File: src/rtl/mem_port_arbiter.sv
// Arbitrates fetch and data ports onto a single memory controller port.
// Round-robin on ties, one access in flight, controller-side fields held from grant to grant.
module mem_port_arbiter #(
    parameter int STARTUP_CYCLES = 2,
    parameter bit FETCH_FIRST    = 1'b1
) (
    input  logic        clk,
    input  logic        reset,
    input  logic        ifReq,
    input  logic [31:0] ifAddr,
    output logic        ifDone,
    output logic [31:0] ifData,
    output logic        ifFault,
    input  logic        dReq,
    input  logic        dWrite,
    input  logic [31:0] dAddr,
    input  logic [31:0] dWData,
    output logic        dDone,
    output logic [31:0] dRData,
    output logic        dFault,
    input  logic        addrVirtual,
    input  logic        execMode,
    output logic [31:0] mcRamAddress,
    output logic [31:0] mcRamIn,
    output logic        mcReadReq,
    output logic        mcWriteReq,
    output logic        mcAddrVirtual,
    output logic        mcExecMode,
    input  logic [31:0] mcRamOut,
    input  logic [1:0]  mcStatus
);

    localparam logic [1:0] MC_FAULT   = 2'd0;
    localparam logic [1:0] MC_DONE    = 2'd2;
    localparam logic [3:0] START_LAST = 4'(STARTUP_CYCLES - 1);

    typedef enum logic [2:0] {START, IDLE, ISSUE, WAIT, RESP} state_t;

    state_t     state_reg;
    state_t     state_next;
    logic [3:0] start_cnt_reg;
    logic       last_fetch_reg;
    logic       owner_fetch_reg;
    logic       write_reg;
    logic       grant;
    logic       pick_fetch;

    // Fetch wins when alone, or on a tie when data was the last port served.
    assign pick_fetch = ifReq && (!dReq || !last_fetch_reg);
    assign grant      = (state_reg == IDLE) && (ifReq || dReq);

    always_ff @(posedge clk or posedge reset) begin
        if (reset) begin
            state_reg     <= START;
            start_cnt_reg <= '0;
        end else begin
            state_reg <= state_next;
            if (state_reg == START) begin
                start_cnt_reg <= start_cnt_reg + 4'd1;
            end else begin
                start_cnt_reg <= '0;
            end
        end
    end

    always_comb begin
        state_next = state_reg;
        case (state_reg)
            START: if (start_cnt_reg == START_LAST) state_next = IDLE;
            IDLE:  if (grant) state_next = ISSUE;
            ISSUE: state_next = WAIT;
            WAIT:  if (mcStatus == MC_DONE || mcStatus == MC_FAULT) state_next = RESP;
            RESP:  state_next = IDLE;
            default: state_next = START;
        endcase
    end

    always_comb begin
        mcReadReq  = (state_reg == ISSUE) && !write_reg;
        mcWriteReq = (state_reg == ISSUE) && write_reg;
        ifDone     = (state_reg == RESP) && owner_fetch_reg;
        dDone      = (state_reg == RESP) && !owner_fetch_reg;
    end

    always_ff @(posedge clk or posedge reset) begin
        if (reset) begin
            mcRamAddress    <= '0;
            mcRamIn         <= '0;
            mcAddrVirtual   <= 1'b0;
            mcExecMode      <= 1'b0;
            owner_fetch_reg <= 1'b0;
            write_reg       <= 1'b0;
            last_fetch_reg  <= ~FETCH_FIRST;
            ifData          <= '0;
            ifFault         <= 1'b0;
            dRData          <= '0;
            dFault          <= 1'b0;
        end else begin
            if (grant) begin
                mcRamAddress    <= pick_fetch ? ifAddr : dAddr;
                mcRamIn         <= (!pick_fetch && dWrite) ? dWData : 32'd0;
                mcAddrVirtual   <= addrVirtual;
                mcExecMode      <= execMode;
                owner_fetch_reg <= pick_fetch;
                write_reg       <= !pick_fetch && dWrite;
                last_fetch_reg  <= pick_fetch;
            end
            // A fault keeps the previous data word; only the fault flag moves.
            if (state_reg == WAIT) begin
                if (mcStatus == MC_DONE) begin
                    if (owner_fetch_reg) begin
                        ifData  <= mcRamOut;
                        ifFault <= 1'b0;
                    end else begin
                        dRData  <= mcRamOut;
                        dFault  <= 1'b0;
                    end
                end else if (mcStatus == MC_FAULT) begin
                    if (owner_fetch_reg) begin
                        ifFault <= 1'b1;
                    end else begin
                        dFault  <= 1'b1;
                    end
                end
            end
        end
    end

endmodule
File: config.mk
export PLATFORM = sky130hd
export DESIGN_NAME = mem_port_arbiter
export DESIGN_NICKNAME = d
export VERILOG_FILES = /design/src/rtl/mem_port_arbiter.sv
export SDC_FILE = /design/constraint.sdc
export NUM_CORES = 1
export LEC_CHECK = 0
export CELL_PAD_IN_SITES_DETAIL_PLACEMENT = 1
export CELL_PAD_IN_SITES_GLOBAL_PLACEMENT = 2
export CORE_UTILIZATION = 27
export DETAILED_ROUTE_END_ITERATION = 6
export GPL_TIMING_DRIVEN = 1
export PLACE_DENSITY = 0.95
export RECOVER_POWER = 25
export SLEW_MARGIN = 20
export SYNTH_ARGS = -nofsm -noshare
export SYNTH_HDL_FRONTEND = slang
export SYNTH_SLANG_ARGS = --single-unit
export TNS_END_PERCENT = 20
File: constraint.sdc
create_clock -name clk -period 13.5 [get_ports clk]
set_clock_uncertainty 0.1 [all_clocks]
set_input_delay 4.05 -clock clk [delete_from_list [all_inputs] [get_ports clk]]
set_output_delay 4.05 -clock clk [all_outputs]
set_load 0.005 [all_outputs]
Yosys cells after proc, flatten, opt, wreduce, memory -nomap -nowiden
Cells that the tools add are included.
Word-level totals
  bits in registers: 141
  input bits: 137
  output and inout port bits: 136
  logic and storage cells: 64
Operators by class
  add/sub/neg operators: 1
  equality and inequality tests: 13
  mux-type cells: 15
  bitwise gates (word level): 1
  reduce and logical (&&, ||, !) cells: 22
Operators with widths (count)
  32-bit 2-to-1 mux: 2
  3-bit case mux with 5 select lines: 1
  2-bit inequality test (second input constant): 6
  3-bit 2-to-1 mux: 3
  3-bit AND reduction: 3
  1-bit 2-to-1 mux: 8
  4-bit AND reduction: 2
  1-bit logical AND: 7
  3-bit by 2-bit == test with 1-bit output (second input constant): 2
  4-bit by 1-bit adder with 4-bit output (second input constant): 1
  4-bit by 1-bit == test with 1-bit output (second input constant): 1
  1-bit zero test: 4
  4-bit 2-to-1 mux: 1
  3-bit by 1-bit == test with 1-bit output (second input constant): 1
  3-bit == test (second input constant): 1
  3-bit zero test: 1
  1-bit logical OR: 3
  2-bit == test (second input constant): 1
  2-bit zero test: 1
  2-bit by 1-bit inequality test with 1-bit output (second input constant): 1
  2-bit nonzero test: 1
  1-bit NOT: 1

Depth between registers and ports, before layout
  word-level depth: 6
  gate-level depth with buffers: 6
  mapped depth without buffers: 5

Least setup slack after synthesis
Ideal clock, no wire load.
  kind: input to register
  start point: input mcStatus[0]
  end point: register dRData[0]
  library setup time: 0.127 ns
  data arrival time: 5.120 ns
  data required time: 13.273 ns
  slack: 8.153 ns
  stages on the path: 5
  buffers on the path: 2
  path through: nand4b_1 or3_1 buf_2 buf_6 mux2_1
Between the ends
  word-level cells in the longest chain between the ends: 2
Ends and longest elaborated chain
  start, declared: RTL line 30  | input logic [1:0] mcStatus
  2-bit == test: RTL line 110  | if (mcStatus == MC_DONE) begin
  3-bit AND reduction (no line)
  end signal, assigned: RTL line 115  | dRData <= mcRamOut;
  end, declared: RTL line 19  | output logic [31:0] dRData,
Every way passes these cells.
A chain may end at the register's enable or synchronous reset.

==> impl_results.html <==
<table>
<tr><th>Metric</th><th>Value</th></tr>
<tr><th colspan="2">STA</th></tr>
<tr><td>RSZ-0062 raised after global routing</td><td>no</td></tr>
<tr><td>Slew at the pin closest to its max-slew limit</td><td>3670 ps</td></tr>
<tr><td>Fin. max-slew vios</td><td>81</td></tr>
<tr><td>Max_slew headroom</td><td>-146%</td></tr>
<tr><td>Highest clock frequency the design can meet</td><td>0.137 GHz</td></tr>
<tr><td>Setup violations, final</td><td>0</td></tr>
<tr><td>Final hold viol count</td><td>0</td></tr>
<tr><td>Accumulated negative setup slack</td><td>0 ps</td></tr>
<tr><td>Final worst path period share</td><td>54.0%</td></tr>
<tr><td>Min Clock Period, post-route</td><td>7290 ps</td></tr>
<tr><th colspan="2">Final layout</th></tr>
<tr><td>Diodes inserted</td><td>0</td></tr>
<tr><td>Share of final-layout standard cells stronger than drive strength 1</td><td>10.5%</td></tr>
<tr><td>Most common cell after layout, fill and taps aside</td><td>sky130_fd_sc_hd__clkdlybuf4s50_1</td></tr>
<tr><td>Most used cells in the layout excluding fill and tap cells</td><td>sky130_fd_sc_hd__clkdlybuf4s50_1, sky130_fd_sc_hd__dfrtp_1, sky130_fd_sc_hd__mux2_1</td></tr>
<tr><td>Core occupancy in the finished layout</td><td>44.4%</td></tr>
<tr><td>FILL cells</td><td>2,267</td></tr>
<tr><td>Non-filler cells, final</td><td>1,002</td></tr>
<tr><td>Final #Nets</td><td>853</td></tr>
<tr><td>Area overhead of the layout relative to synthesis</td><td>59.8%</td></tr>
<tr><th colspan="2">GRT</th></tr>
<tr><td>Wire length of the first global-routing pass</td><td>28.3 mm</td></tr>
<tr><td>Overall fraction of global-route tracks in use</td><td>16.6%</td></tr>
<tr><td>Pin count of the biggest net entering global routing</td><td>81</td></tr>
<tr><td>Final global-route overflow total</td><td>0</td></tr>
<tr><td>Via count of the first global-routing pass</td><td>4,966</td></tr>
<tr><td>Number of antenna violations at the first check in global routing</td><td>0</td></tr>
<tr><th colspan="2">CTS</th></tr>
<tr><td>Number of cells upsized or downsized after cts</td><td>0</td></tr>
<tr><td>Clock tree from TritonCTS</td><td>built</td></tr>
<tr><td>Maximum clock insertion buffer count</td><td>2</td></tr>
<tr><td>Clock slew at the register clock pins of the worst setup and hold paths</td><td>70 ps</td></tr>
<tr><td>Library cell used as clock root buffer</td><td>sky130_fd_sc_hd__clkbuf_16</td></tr>
<tr><td>Postcts setup bufs</td><td>0</td></tr>
<tr><td>Clk_lat worst skew</td><td>410 ps</td></tr>
<tr><td>Inserted Clock Buffers</td><td>17</td></tr>
<tr><td>Hold buffer count at cts</td><td>0</td></tr>
<tr><td>CTS Sinks</td><td>141</td></tr>
<tr><td>CTS H-Tree Depth</td><td>4</td></tr>
<tr><th colspan="2">Logic synthesis</th></tr>
<tr><td>Average cell area after synthesis</td><td>13.0 sq um</td></tr>
<tr><td>Yosys synthesis warning count</td><td>0</td></tr>
<tr><td>Proportion of register bits with asynchronous set or reset after synthesis</td><td>100%</td></tr>
<tr><td>Cell count after synthesis</td><td>453</td></tr>
<tr><td>Xor/xnor cell area share of the yosys netlist</td><td>0.297%</td></tr>
<tr><td>Synthesized flop and latch total</td><td>141</td></tr>
<tr><td>Number of distinct standard cells referenced by the synthesized netlist</td><td>36</td></tr>
<tr><td>Dominant combinational cell family by area after synthesis</td><td>compound AO/OA/AOI/OAI gates</td></tr>
<tr><td>Multiplexer fraction of the synthesized cell area</td><td>12.9%</td></tr>
<tr><td>Complex-gate fraction of the synthesized area</td><td>14.0%</td></tr>
<tr><td>Most used DFF post-synth</td><td>sky130_fd_sc_hd__dfrtp_1</td></tr>
<tr><td>Netlist area before placement</td><td>5900 sq um</td></tr>
<tr><td>Seq/Total Area, Yosys</td><td>59.8%</td></tr>
<tr><td>Mapped Nets</td><td>592</td></tr>
<tr><td>Fraction of the mapped netlist area in simple logic gates</td><td>6.87%</td></tr>
<tr><td>Count of flip-flops with a built-in enable after synthesis</td><td>0</td></tr>
<tr><td>Adder-cell share of the synthesized area</td><td>0.424%</td></tr>
<tr><th colspan="2">Critical path</th></tr>
<tr><td>Req. time, crit path</td><td>13,850 ps</td></tr>
<tr><td>Arrival time of data at the critical path endpoint</td><td>7650 ps</td></tr>
<tr><td>CP endpoint kind</td><td>asynchronous set/reset pin</td></tr>
<tr><td>CP Launch Type</td><td>primary input</td></tr>
<tr><td>Maximum net fanout on the critical path</td><td>80</td></tr>
<tr><td>Type of the setup path with the least slack</td><td>in2async</td></tr>
<tr><th colspan="2">Routing</th></tr>
<tr><td>1st-pass router iterations</td><td>4</td></tr>
<tr><td>Residual DRC count</td><td>0</td></tr>
<tr><td>Total detailed-routing wirelength</td><td>18.3 mm</td></tr>
<tr><td>Mean routed wirelength per cell</td><td>18.3 um</td></tr>
<tr><td>Count of antenna-violating nets left after detailed routing</td><td>0</td></tr>
<tr><td>Number of vias per cell</td><td>4.70</td></tr>
<tr><td>Detailed router's first-iteration violation count</td><td>153</td></tr>
<tr><td>Via count</td><td>4,712</td></tr>
<tr><th colspan="2">Die</th></tr>
<tr><td>Row cnt</td><td>53</td></tr>
<tr><td>Die W</td><td>150 um</td></tr>
<tr><td>Height of the die</td><td>150 um</td></tr>
<tr><td>Count of boundary I/O pins</td><td>273</td></tr>
<tr><td>Area of the core</td><td>21,200 sq um</td></tr>
<tr><td>Initial Util</td><td>27.8%</td></tr>
<tr><td>Total die area</td><td>22,400 sq um</td></tr>
<tr><th colspan="2">Placement</th></tr>
<tr><td>Placed Cells incl. Taps</td><td>970</td></tr>
<tr><td>Global placement routability congestion</td><td>0.687</td></tr>
<tr><td>Number of buffer cells added on primary ports</td><td>272</td></tr>
<tr><td>Detailed placer's ending HPWL</td><td>13.1 mm</td></tr>
<tr><th colspan="2">Pwr</th></tr>
<tr><td>Cell Pwr Density</td><td>215 nW/um^2</td></tr>
<tr><td>Largest voltage drop on the vdd net</td><td>0.0000803 V</td></tr>
<tr><td>Static Leak</td><td>3.91 nW</td></tr>
<tr><th colspan="2">Hold path</th></tr>
<tr><td>Classification of the worst-slack hold path</td><td>reg2reg</td></tr>
<tr><th colspan="2">Flow run</th></tr>
<tr><td>Count of max-cap constraint violations</td><td>1</td></tr>
<tr><th colspan="2">Run status</th></tr>
<tr><td>Failing checks</td><td>max-capacitance violations, max-slew violations</td></tr>
<tr><td>Result of the run</td><td>finished with violations</td></tr>
</table>
[final cells by class]
cell class                 instances  area (sq um)  area share (%)
sequential                       141          3530            37.4
timing repair buffer             279          2780            29.4
multi-input combinational        239          2050            21.8
clock buffer                      18           439            4.66
tap                              275           344            3.65
clock inverter                    14           146            1.55
inverter                          36           136            1.45
[Yosys cell counts, types with 2 or more instances]
| library cell | count | area, sq um |
|---|---|---|
| sky130_fd_sc_hd__ha_1 | 2 | 25.0 |
| sky130_fd_sc_hd__o21ai_0 | 32 | 160 |
| sky130_fd_sc_hd__nor2b_1 | 2 | 12.5 |
| sky130_fd_sc_hd__nor3b_2 | 2 | 25.0 |
| sky130_fd_sc_hd__inv_1 | 36 | 135 |
| sky130_fd_sc_hd__o31ai_1 | 32 | 240 |
| sky130_fd_sc_hd__nand2_1 | 2 | 7.51 |
| sky130_fd_sc_hd__dfrtp_1 | 141 | 3530 |
| sky130_fd_sc_hd__buf_2 | 13 | 65.1 |
| sky130_fd_sc_hd__nand2b_1 | 3 | 18.8 |
| sky130_fd_sc_hd__clkbuf_1 | 18 | 67.6 |
| sky130_fd_sc_hd__mux2_1 | 40 | 450 |
| sky130_fd_sc_hd__nor3b_1 | 2 | 15.0 |
| sky130_fd_sc_hd__mux2_2 | 26 | 293 |
| sky130_fd_sc_hd__nor3_1 | 2 | 10.0 |
| sky130_fd_sc_hd__o221a_2 | 2 | 22.5 |
| sky130_fd_sc_hd__nor2_1 | 5 | 18.8 |
| sky130_fd_sc_hd__mux2i_1 | 2 | 20.0 |
| sky130_fd_sc_hd__buf_6 | 6 | 67.6 |
| sky130_fd_sc_hd__or3_1 | 34 | 213 |
| sky130_fd_sc_hd__a21oi_1 | 3 | 15.0 |
| sky130_fd_sc_hd__o221a_1 | 30 | 338 |
| sky130_fd_sc_hd__o21ai_1 | 5 | 25.0 |
[cells by family after synthesis]
logic type / after synthesis
DFF: 141
AOI/OAI and AO/OA: 107
buffers and inverters: 73
muxes: 68
and+or+nand+nor: 60
xor gates and xnor gates: 2
adders and majority gates: 2
[worst max-delay path: stages]
cell	delay, ps
sky130_fd_sc_hd__dlygate4sd3_1	550
sky130_fd_sc_hd__clkinvlp_2	2040
sky130_fd_sc_hd__buf_4	890
[where the power goes]
group	internal [mW]	switching (mW)	leakage, nW
clock	0.266	0.200	0.283
combinational	0.514	0.299	1.91
sequential	0.622	0.123	1.73
total	1.40	0.622	3.91
[routing by layer]
| layer | up-vias | GRT usage (%) | part of all wire, % |
|---|---|---|---|
| met4 | 0 | 4.60 | 1.2 |
| met1 | 2337 | 19.9 | 41 |
| met2 | 190 | 27.8 | 49 |
| met5 | - | 0 | 0 |
| li1 | 2171 | - | - |
| met3 | 14 | 6.04 | 8.1 |
[path summary, 6_finish.rpt]
check	from	end	slack [ps]	cells after the start
setup / recovery	reset	dRData[1]	6210	3
hold / removal	ifData[9]	ifData[9]	390	1
max in group clk	state_reg[2]	mcWriteReq	7360	3
setup reg to reg	state_reg[0]	mcRamIn[0]	11130	4
min in group asynchronous	reset	mcRamAddress[20]	5060	2
hold reg to reg	ifData[9]	ifData[9]	390	1
[through the flow]
| stage | area [sq um] | hold slack [ps] | setup WS (ps) | power, mW |
|---|---|---|---|---|
| 5_1_grt | 9420 | 404 | 5520 | 2.16 |
| 3_5_place_dp | 8850 | 376 | 7210 | 1.59 |
| 3_3_place_gp | 8830 | 367 | 6810 | 1.55 |
| 4_1_cts | 9430 | 393 | 7290 | 2.07 |
| 6_report | 9420 | 385 | 6210 | 2.02 |
| 2_1_floorplan | 5900 | 360 | 5570 | 1.05 |
Power figures use the tool's default switching activity.
